===== src/rtl/event_logger.sv =====
// Violation event logger: captures rising-edge batches with a bus snapshot and
// drains them one record per cycle into a circular (or stop-when-full) log.
module event_logger #(
    parameter int N_SRC     = 6,
    parameter int N_CPU_SRC = 3,
    parameter int CODE_W    = 3,
    parameter int TS_W      = 16,
    parameter int ADDR_W    = 16,
    parameter int MODE_WRAP = 1,
    localparam int REC_W    = TS_W + CODE_W + 34
) (
    input  logic              clk,
    input  logic              reset,
    input  logic [N_SRC-1:0]  src_evt,
    input  logic [15:0]       pc,
    input  logic [15:0]       data_addr,
    input  logic              data_en,
    input  logic              data_wr,
    input  logic [15:0]       dma_addr,
    input  logic              dma_en,
    input  logic              clr_ram,
    input  logic              freeze,
    output logic [REC_W-1:0]  wr_data,
    output logic [ADDR_W-1:0] wr_addr,
    output logic              we,
    output logic [ADDR_W:0]   log_count,
    output logic              full,
    output logic              wrapped,
    output logic [15:0]       drop_cnt,
    output logic              busy
);

    localparam logic [ADDR_W:0] DEPTH = {1'b1, {ADDR_W{1'b0}}};

    logic [N_SRC-1:0]  src_q;
    logic [N_SRC-1:0]  pend_q, pend_d;
    logic [TS_W-1:0]   ts_q, ts_d;
    logic [ADDR_W-1:0] wrAddr_q, wrAddr_d;
    logic [ADDR_W:0]   count_q, count_d;
    logic              wrapped_q, wrapped_d;
    logic [15:0]       drop_q, drop_d;

    logic [TS_W-1:0]   snapTs_q;
    logic [15:0]       snapPc_q, snapDataAddr_q, snapDmaAddr_q;
    logic              snapDataEn_q, snapDataWr_q, snapDmaEn_q;

    logic [N_SRC-1:0]  edges;
    logic [N_SRC-1:0]  selOneHot;
    logic [CODE_W-1:0] selIdx;
    logic              selIsCpu;
    logic              capture;
    logic              stall;
    logic [15:0]       recAddr;
    logic              recEn, recWr;
    logic [31:0]       dropInc, dropSum;

    assign edges   = src_evt & ~src_q;
    assign busy    = |pend_q;
    assign full    = (count_q == DEPTH);
    assign stall   = (MODE_WRAP == 0) && full;
    assign capture = (|edges) && !busy && !freeze && !clr_ram;

    // Lowest pending source wins; descending scan so the last hit is the lowest index.
    always_comb begin
        selIdx    = '0;
        selOneHot = '0;
        selIsCpu  = 1'b0;
        for (int i = N_SRC - 1; i >= 0; i--) begin
            if (pend_q[i]) begin
                selIdx    = CODE_W'(i);
                selOneHot = N_SRC'(1) << i;
                selIsCpu  = (i < N_CPU_SRC);
            end
        end
    end

    assign recAddr = selIsCpu ? snapDataAddr_q : snapDmaAddr_q;
    assign recEn   = selIsCpu ? snapDataEn_q   : snapDmaEn_q;
    assign recWr   = selIsCpu ? snapDataWr_q   : 1'b0;

    assign we        = busy && !stall;
    assign wr_data   = we ? {snapTs_q, selIdx, snapPc_q, recAddr, recEn, recWr} : '0;
    assign wr_addr   = wrAddr_q;
    assign log_count = count_q;
    assign wrapped   = wrapped_q;
    assign drop_cnt  = drop_q;

    // Lost edges plus records suppressed by a full log in stop mode, saturating.
    always_comb begin
        dropInc = 32'd0;
        if (busy || freeze) begin
            dropInc = $countones(edges);
        end
        if (busy && stall) begin
            dropInc = dropInc + 32'd1;
        end
        dropSum = {16'd0, drop_q} + dropInc;
        drop_d  = (dropSum > 32'h0000_FFFF) ? 16'hFFFF : dropSum[15:0];
    end

    always_comb begin
        ts_d      = ts_q + TS_W'(1);
        pend_d    = capture ? edges : (pend_q & ~selOneHot);
        wrAddr_d  = wrAddr_q;
        count_d   = count_q;
        wrapped_d = wrapped_q;
        if (we) begin
            wrAddr_d = wrAddr_q + ADDR_W'(1);
            if (full) begin
                wrapped_d = 1'b1;
            end else begin
                count_d = count_q + (ADDR_W + 1)'(1);
            end
        end
    end

    // Edge history keeps tracking through clear so a held level never re-logs.
    always_ff @(posedge clk or posedge reset) begin
        if (reset) begin
            src_q          <= '0;
            pend_q         <= '0;
            ts_q           <= '0;
            wrAddr_q       <= '0;
            count_q        <= '0;
            wrapped_q      <= 1'b0;
            drop_q         <= '0;
            snapTs_q       <= '0;
            snapPc_q       <= '0;
            snapDataAddr_q <= '0;
            snapDataEn_q   <= 1'b0;
            snapDataWr_q   <= 1'b0;
            snapDmaAddr_q  <= '0;
            snapDmaEn_q    <= 1'b0;
        end else begin
            src_q <= src_evt;
            if (clr_ram) begin
                pend_q    <= '0;
                ts_q      <= '0;
                wrAddr_q  <= '0;
                count_q   <= '0;
                wrapped_q <= 1'b0;
                drop_q    <= '0;
            end else begin
                pend_q    <= pend_d;
                ts_q      <= ts_d;
                wrAddr_q  <= wrAddr_d;
                count_q   <= count_d;
                wrapped_q <= wrapped_d;
                drop_q    <= drop_d;
                if (capture) begin
                    snapTs_q       <= ts_q;
                    snapPc_q       <= pc;
                    snapDataAddr_q <= data_addr;
                    snapDataEn_q   <= data_en;
                    snapDataWr_q   <= data_wr;
                    snapDmaAddr_q  <= dma_addr;
                    snapDmaEn_q    <= dma_en;
                end
            end
        end
    end

endmodule


===== config.mk =====
export PLATFORM = sky130hd
export DESIGN_NAME = event_logger
export DESIGN_NICKNAME = d
export VERILOG_FILES = /design/src/rtl/event_logger.sv
export SDC_FILE = /design/constraint.sdc
export NUM_CORES = 1
export LEC_CHECK = 0
export ABC_AREA = 1
export BUFFER_PORTS_ARGS = -buffer_cell sky130_fd_sc_hd__clkbuf_2
export CAP_MARGIN = 10
export CORE_MARGIN = 2
export CORE_UTILIZATION = 40
export DETAILED_ROUTE_END_ITERATION = 10
export PLACE_DENSITY = 0.67
export SYNTH_ARGS = -nofsm -noshare
export SYNTH_HDL_FRONTEND = slang
export SYNTH_SLANG_ARGS = --single-unit

===== constraint.sdc =====
create_clock -name clk -period 5.8 [get_ports clk]
set_clock_uncertainty 0.1 [all_clocks]
set_input_delay 1.16 -clock clk [delete_from_list [all_inputs] [get_ports clk]]
set_output_delay 1.16 -clock clk [all_outputs]
set_load 0.02 [all_outputs]

Word-level counts from Yosys, hierarchy flattened --
Cells that the tools add are included.
Word-level totals: flip-flop bits (word level) 145, output and inout port bits 106
Operators by class: $add $sub $neg 9, magnitude comparators 1, equality and inequality tests 2, multiplexer cells 33, bitwise logic cells 5, reductions and logical operators 14
Operators with widths (count):
- $mux 16 | 6
- $mux 53 | 1
- $mux 17 | 3
- $mux 6 | 8
- $add 16x1->16 const B | 2
- $add 16x32->32 | 1
- $gt 32x16->1 const B | 1
- $mux 3 | 6
- $add 17x1->17 const B | 1
- $eq 17x17->1 const B | 1
- $and 6x6->6 | 2
- $not 6->6 | 2
- $reduce_or 6->1 | 2
- $mux 1 | 8
- $add 1x1->2 | 3
- $reduce_and 2->1 | 3
- $add 3x2->4 | 1
- $mux 4 | 1
- $reduce_bool 2->1 | 2
- $add 2x2->3 | 1
- $logic_and 1x1->1 | 3
- $logic_not 1->1 | 3
- $ne 2x2->1 const B | 1
- $logic_or 1x1->1 | 1
- $not 1->1 | 1

Logic depth before layout (Yosys ltp) --
depth in word-level cells 10, depth in mapped cells 20, gate-level depth less buffers 20

Worst setup path after synthesis --
Ideal clock, no wire load.
kind input-to-reg, start point input port src_evt[1], end point register drop_q[11], in the netlist drop_cnt[11], library setup time 0.078 ns, arrival 4.481 ns, required time 5.622 ns, slack 1.141 ns, stages 16, cell sequence inv_1 -> nor2_1 -> inv_1 -> fa_1 -> fa_1 -> inv_1 -> ha_1 -> inv_1 -> fa_1 -> nor2_1 -> inv_1 -> fa_1 -> o21ai_2 -> nand4_1 -> clkbuf_1 -> a21oi_1
Between the ends: word-level cells in the longest chain between the ends 9
Ends and longest elaborated chain:
- start: declaration | RTL line 14 | input logic [N_SRC-1:0] src_evt,
- $and 6x6->6 (*) | RTL line 57 | assign edges = src_evt & ~src_q;
- $add 1x1->2 (not written as such) (*) | RTL line 92 | dropInc = $countones(edges);
- $add 2x2->3 (not written as such) (*) | RTL line 92
- $add 3x2->4 (not written as such) (*) | RTL line 92
- $mux 4 (*) | RTL line 91 | if (busy || freeze) begin
- $add 16x32->32 (*) | RTL line 97 | dropSum = {16'd0, drop_q} + dropInc;
- $gt 32x16->1 | RTL line 98 | drop_d = (dropSum > 32'h0000_FFFF) ? 16'hFFFF : dropSum[15:0];
- $mux 16 (*) | RTL line 98
- $mux 16 (*) | RTL line 136 | if (clr_ram) begin
- end signal: assignment | RTL line 149 | drop_q <= drop_d;
- end: declaration | RTL line 41 | logic [15:0] drop_q, drop_d;
Every way passes the cells marked *; elsewhere a longest branch is shown, timed or not. A chain may end at the register's enable or synchronous reset.

Worst setup path after layout --
start point input port src_evt[1], end point register drop_q[14], in the netlist drop_cnt[14]
The elaborated chain is that of the path after synthesis.

==> flow_summary_export.csv <==
group,metric,value,unit
logic_synthesis,async_reset_ff_frac,1.00,
floorplanning,core_area,0.0186,mm²
route,drc,0,
layout,drive_gt1_frac,0.181,
route,ant_nets,0,
grt,grt_max_degree,112,
logic_synthesis,synthCells,1018,
logic_synthesis,synthDistinctLibCells,36,
power_and_ir_drop,ir_drop,0.201,mV
layout,seqCellArea,0.00363,mm²
cts,post_cts_resized,0,
sta,finalHoldViolations,0,
sta,tightest_slew,0.989,ns
layout,multiInputGateArea,0.00311,mm²
cts,numCtsBuffers,17,
route,first_iter_violations,270,
cts,htree_num_levels,4,
cts,postCtsHoldBufs,0,
sta,finalSetupViolCount,0,
placement,gp_congestion,0.827,
cts,cts_root_buffer,"clkbuf_16",
route,routed_wl,17700,µm
power_and_ir_drop,p_per_area,298,mW/mm²
logic_synthesis,syn_avg_cell_area,7.44,µm²
critical_path,end_kind,"register",
cts,clk_pin_slew,0.06,ns
logic_synthesis,synth.cell_area,0.00757,mm²
placement,dpl_cell_area,0.00857,mm²
cts,postCtsSetupBuffers,0,
placement,numPortBuffers,166,
cts,clk_latency,0.41,ns
floorplanning,ios,167,
sta,layout_min_cycle_time,4.50,ns
sta,rsz0062_at_grt,"no",
sta,finalSetupTns,0,ns
grt,grt_pass1_wl,29800,µm
power_and_ir_drop,p_leak,5.06,nW
logic_synthesis,ys_seq_area_frac,0.479,
cts,clock-sinks,145,
route,routedWlPerCell,12.5,µm
layout,fin_area,0.00914,mm²
layout,mostFrequentLayoutCell,"nand2_1",
job,maxCapViolations,0,
sta,min_period_over_period,0.777,
logic_synthesis,synth-edff-count,0,
cts,clockBufferDepth,2,
layout,most-common-layout-cells,"nand2_1 (285), inv_1 (171), clkbuf_2 (166), dfrtp_1 (145), nor2_1 (129)",
cts,cts_tree,"done",
critical_path,cp-start-kind,"primary input",
grt,antenna_found_initial,0,
layout,fin_nets,1250,
critical_path,cp.arrival,4.75,ns
sta,relSlewSlack,0.340,
route,vias_per_cell,4.70,
critical_path,cp_max_fo,8,
floorplanning,die_w,142,µm
status,outcome,"completed",
floorplanning,start_util,0.406,
critical_path,critPathKind,"in2reg",
sta,max_freq,222,MHz
hold_path,min_path_type,"reg2reg",
route,first_pass_iters,4,
route,dr_total_vias,6692,
floorplanning,die-height,142,µm
logic_synthesis,synth-seq-cells,145,
layout,fill_cells,1908,
floorplanning,dieArea,0.0201,mm²
layout,area_growth_syn_to_layout,20.7,%
grt,grt_pass1_vias,6286,
sta,maxSlewViolCount,0,
logic_synthesis,syn_nets,1092,
sta,whs,0.377,ns
grt,track_usage,0.182,
critical_path,critPathRequiredTime,6.05,ns
placement,dpl.hpwl,12200,µm
floorplanning,rows,50,
layout,antennaDiodeCount,0,
logic_synthesis,synth_flop_cell,"dfrtp_1",
logic_synthesis,ys.warnings.count,0,
grt,overflow,0,
==> state kept, by name, indices dropped and copies added (netlist names) <==
register / count
snapPc_q: 16
snapDataEn_q: 1
log_count: 17
wr_addr: 16
snapTs_q: 16
snapDataWr_q: 1
snapDataAddr_q: 16
pend_q: 6
wrapped: 1
src_q: 6
snapDmaAddr_q: 16
ts_q: 16
drop_cnt: 16
snapDmaEn_q: 1
==> layout make-up <==
type | count | area share
flip-flops and latches | 145 | 0.397
clock inverters | 11 | 0.0112
well taps | 234 | 0.0320
clock buffers | 21 | 0.0515
multi-input cells | 665 | 0.340
inverters | 174 | 0.0720
repair buffers | 173 | 0.0966
==> synth_stat cells, drive strengths merged (2+ instances only) <==
cell	count	area, µm²
inv	173	649
clkbuf	18	68.8
xor2	10	87.6
dfrtp	145	3630
fa	4	80.1
a21oi	29	145
o21a	2	15.0
nand4	28	175
o21bai	7	52.6
nand2	286	1080
a31oi	2	12.5
nand3b	2	15.0
ha	9	113
buf	16	116
nor2	133	528
nor3	7	35.0
nand3	38	215
o21ai	103	519
==> critical path: stages <==
cell and delay [ns]:
clkbuf_2 0.08, inv_1 0.03, nor2_1 0.13, inv_1 0.10
fa_1 0.50, fa_1 0.54, inv_1 0.05, ha_1 0.18
inv_1 0.07, fa_1 0.41, nor2_1 0.18, inv_1 0.08
fa_1 0.46, o21ai_2 0.25, nand4_1 0.14, buf_4 0.19
nand3_1 0.08, nand2_1 0.05, inv_1 0.07
==> per-layer routing <==
metal	part of all wire	vias up	track usage	wire, µm
li1	-	3465	-	-
met1	0.49	3053	0.244	8630
met3	0.048	12	0.0364	851
met2	0.46	162	0.301	8090
met5	0	-	0	0
met4	0.0089	0	0.0537	157
==> cells by family (layout without fill, tap and decap cells) <==
family / after synthesis / after routing / share of synthesized area
compound gates: 145 / 145 / 0.101
xor+xnor: 11 / 11 / 0.0127
flops: 145 / 145 / 0.479
buf+inv: 208 / 379 / 0.111
fa+ha+maj: 13 / 13 / 0.0254
simple gates: 496 / 496 / 0.272
==> per-stage QoR <==
step | instances | worst slack [ns] | total power [W] | utilization
after detailed placement | 1391 | 0.891 | 0.00168 | 0.460
after floorplan | 1018 | 0.645 | 0.00154 | -
after global placement | 1391 | 0.965 | 0.00167 | 0.460
after CTS | 1423 | 1.31 | 0.00276 | 0.490
final | 1423 | 1.30 | 0.00272 | 0.490
after global routing | 1423 | 1.01 | 0.00287 | 0.490
==> worst paths after layout <==
check,startpoint,endpoint,slack [ns],depth (start not counted)
max,src_evt[1],drop_cnt[14]$_DFF_PP0_,1.30,19
min,snapTs_q[10]$_DFFE_PP0P_,snapTs_q[10]$_DFFE_PP0P_,0.38,2
max reg2reg,src_q[1]$_DFF_PP0_,drop_cnt[14]$_DFF_PP0_,1.78,17
min reg2reg,snapTs_q[10]$_DFFE_PP0P_,snapTs_q[10]$_DFFE_PP0P_,0.38,2
max in group asynchronous,reset,wr_addr[9]$_DFFE_PP0P_,3.66,3
min in group asynchronous,reset,src_q[0]$_DFF_PP0_,0.88,2
==> power breakdown <==
part	internal, W	switching, W
sequential	0.00113	0.0000627
clock	0.000626	0.000435
combinational	0.000154	0.000313
total	0.00191	0.000811
No activity file was read; power rests on OpenSTA's default activity.
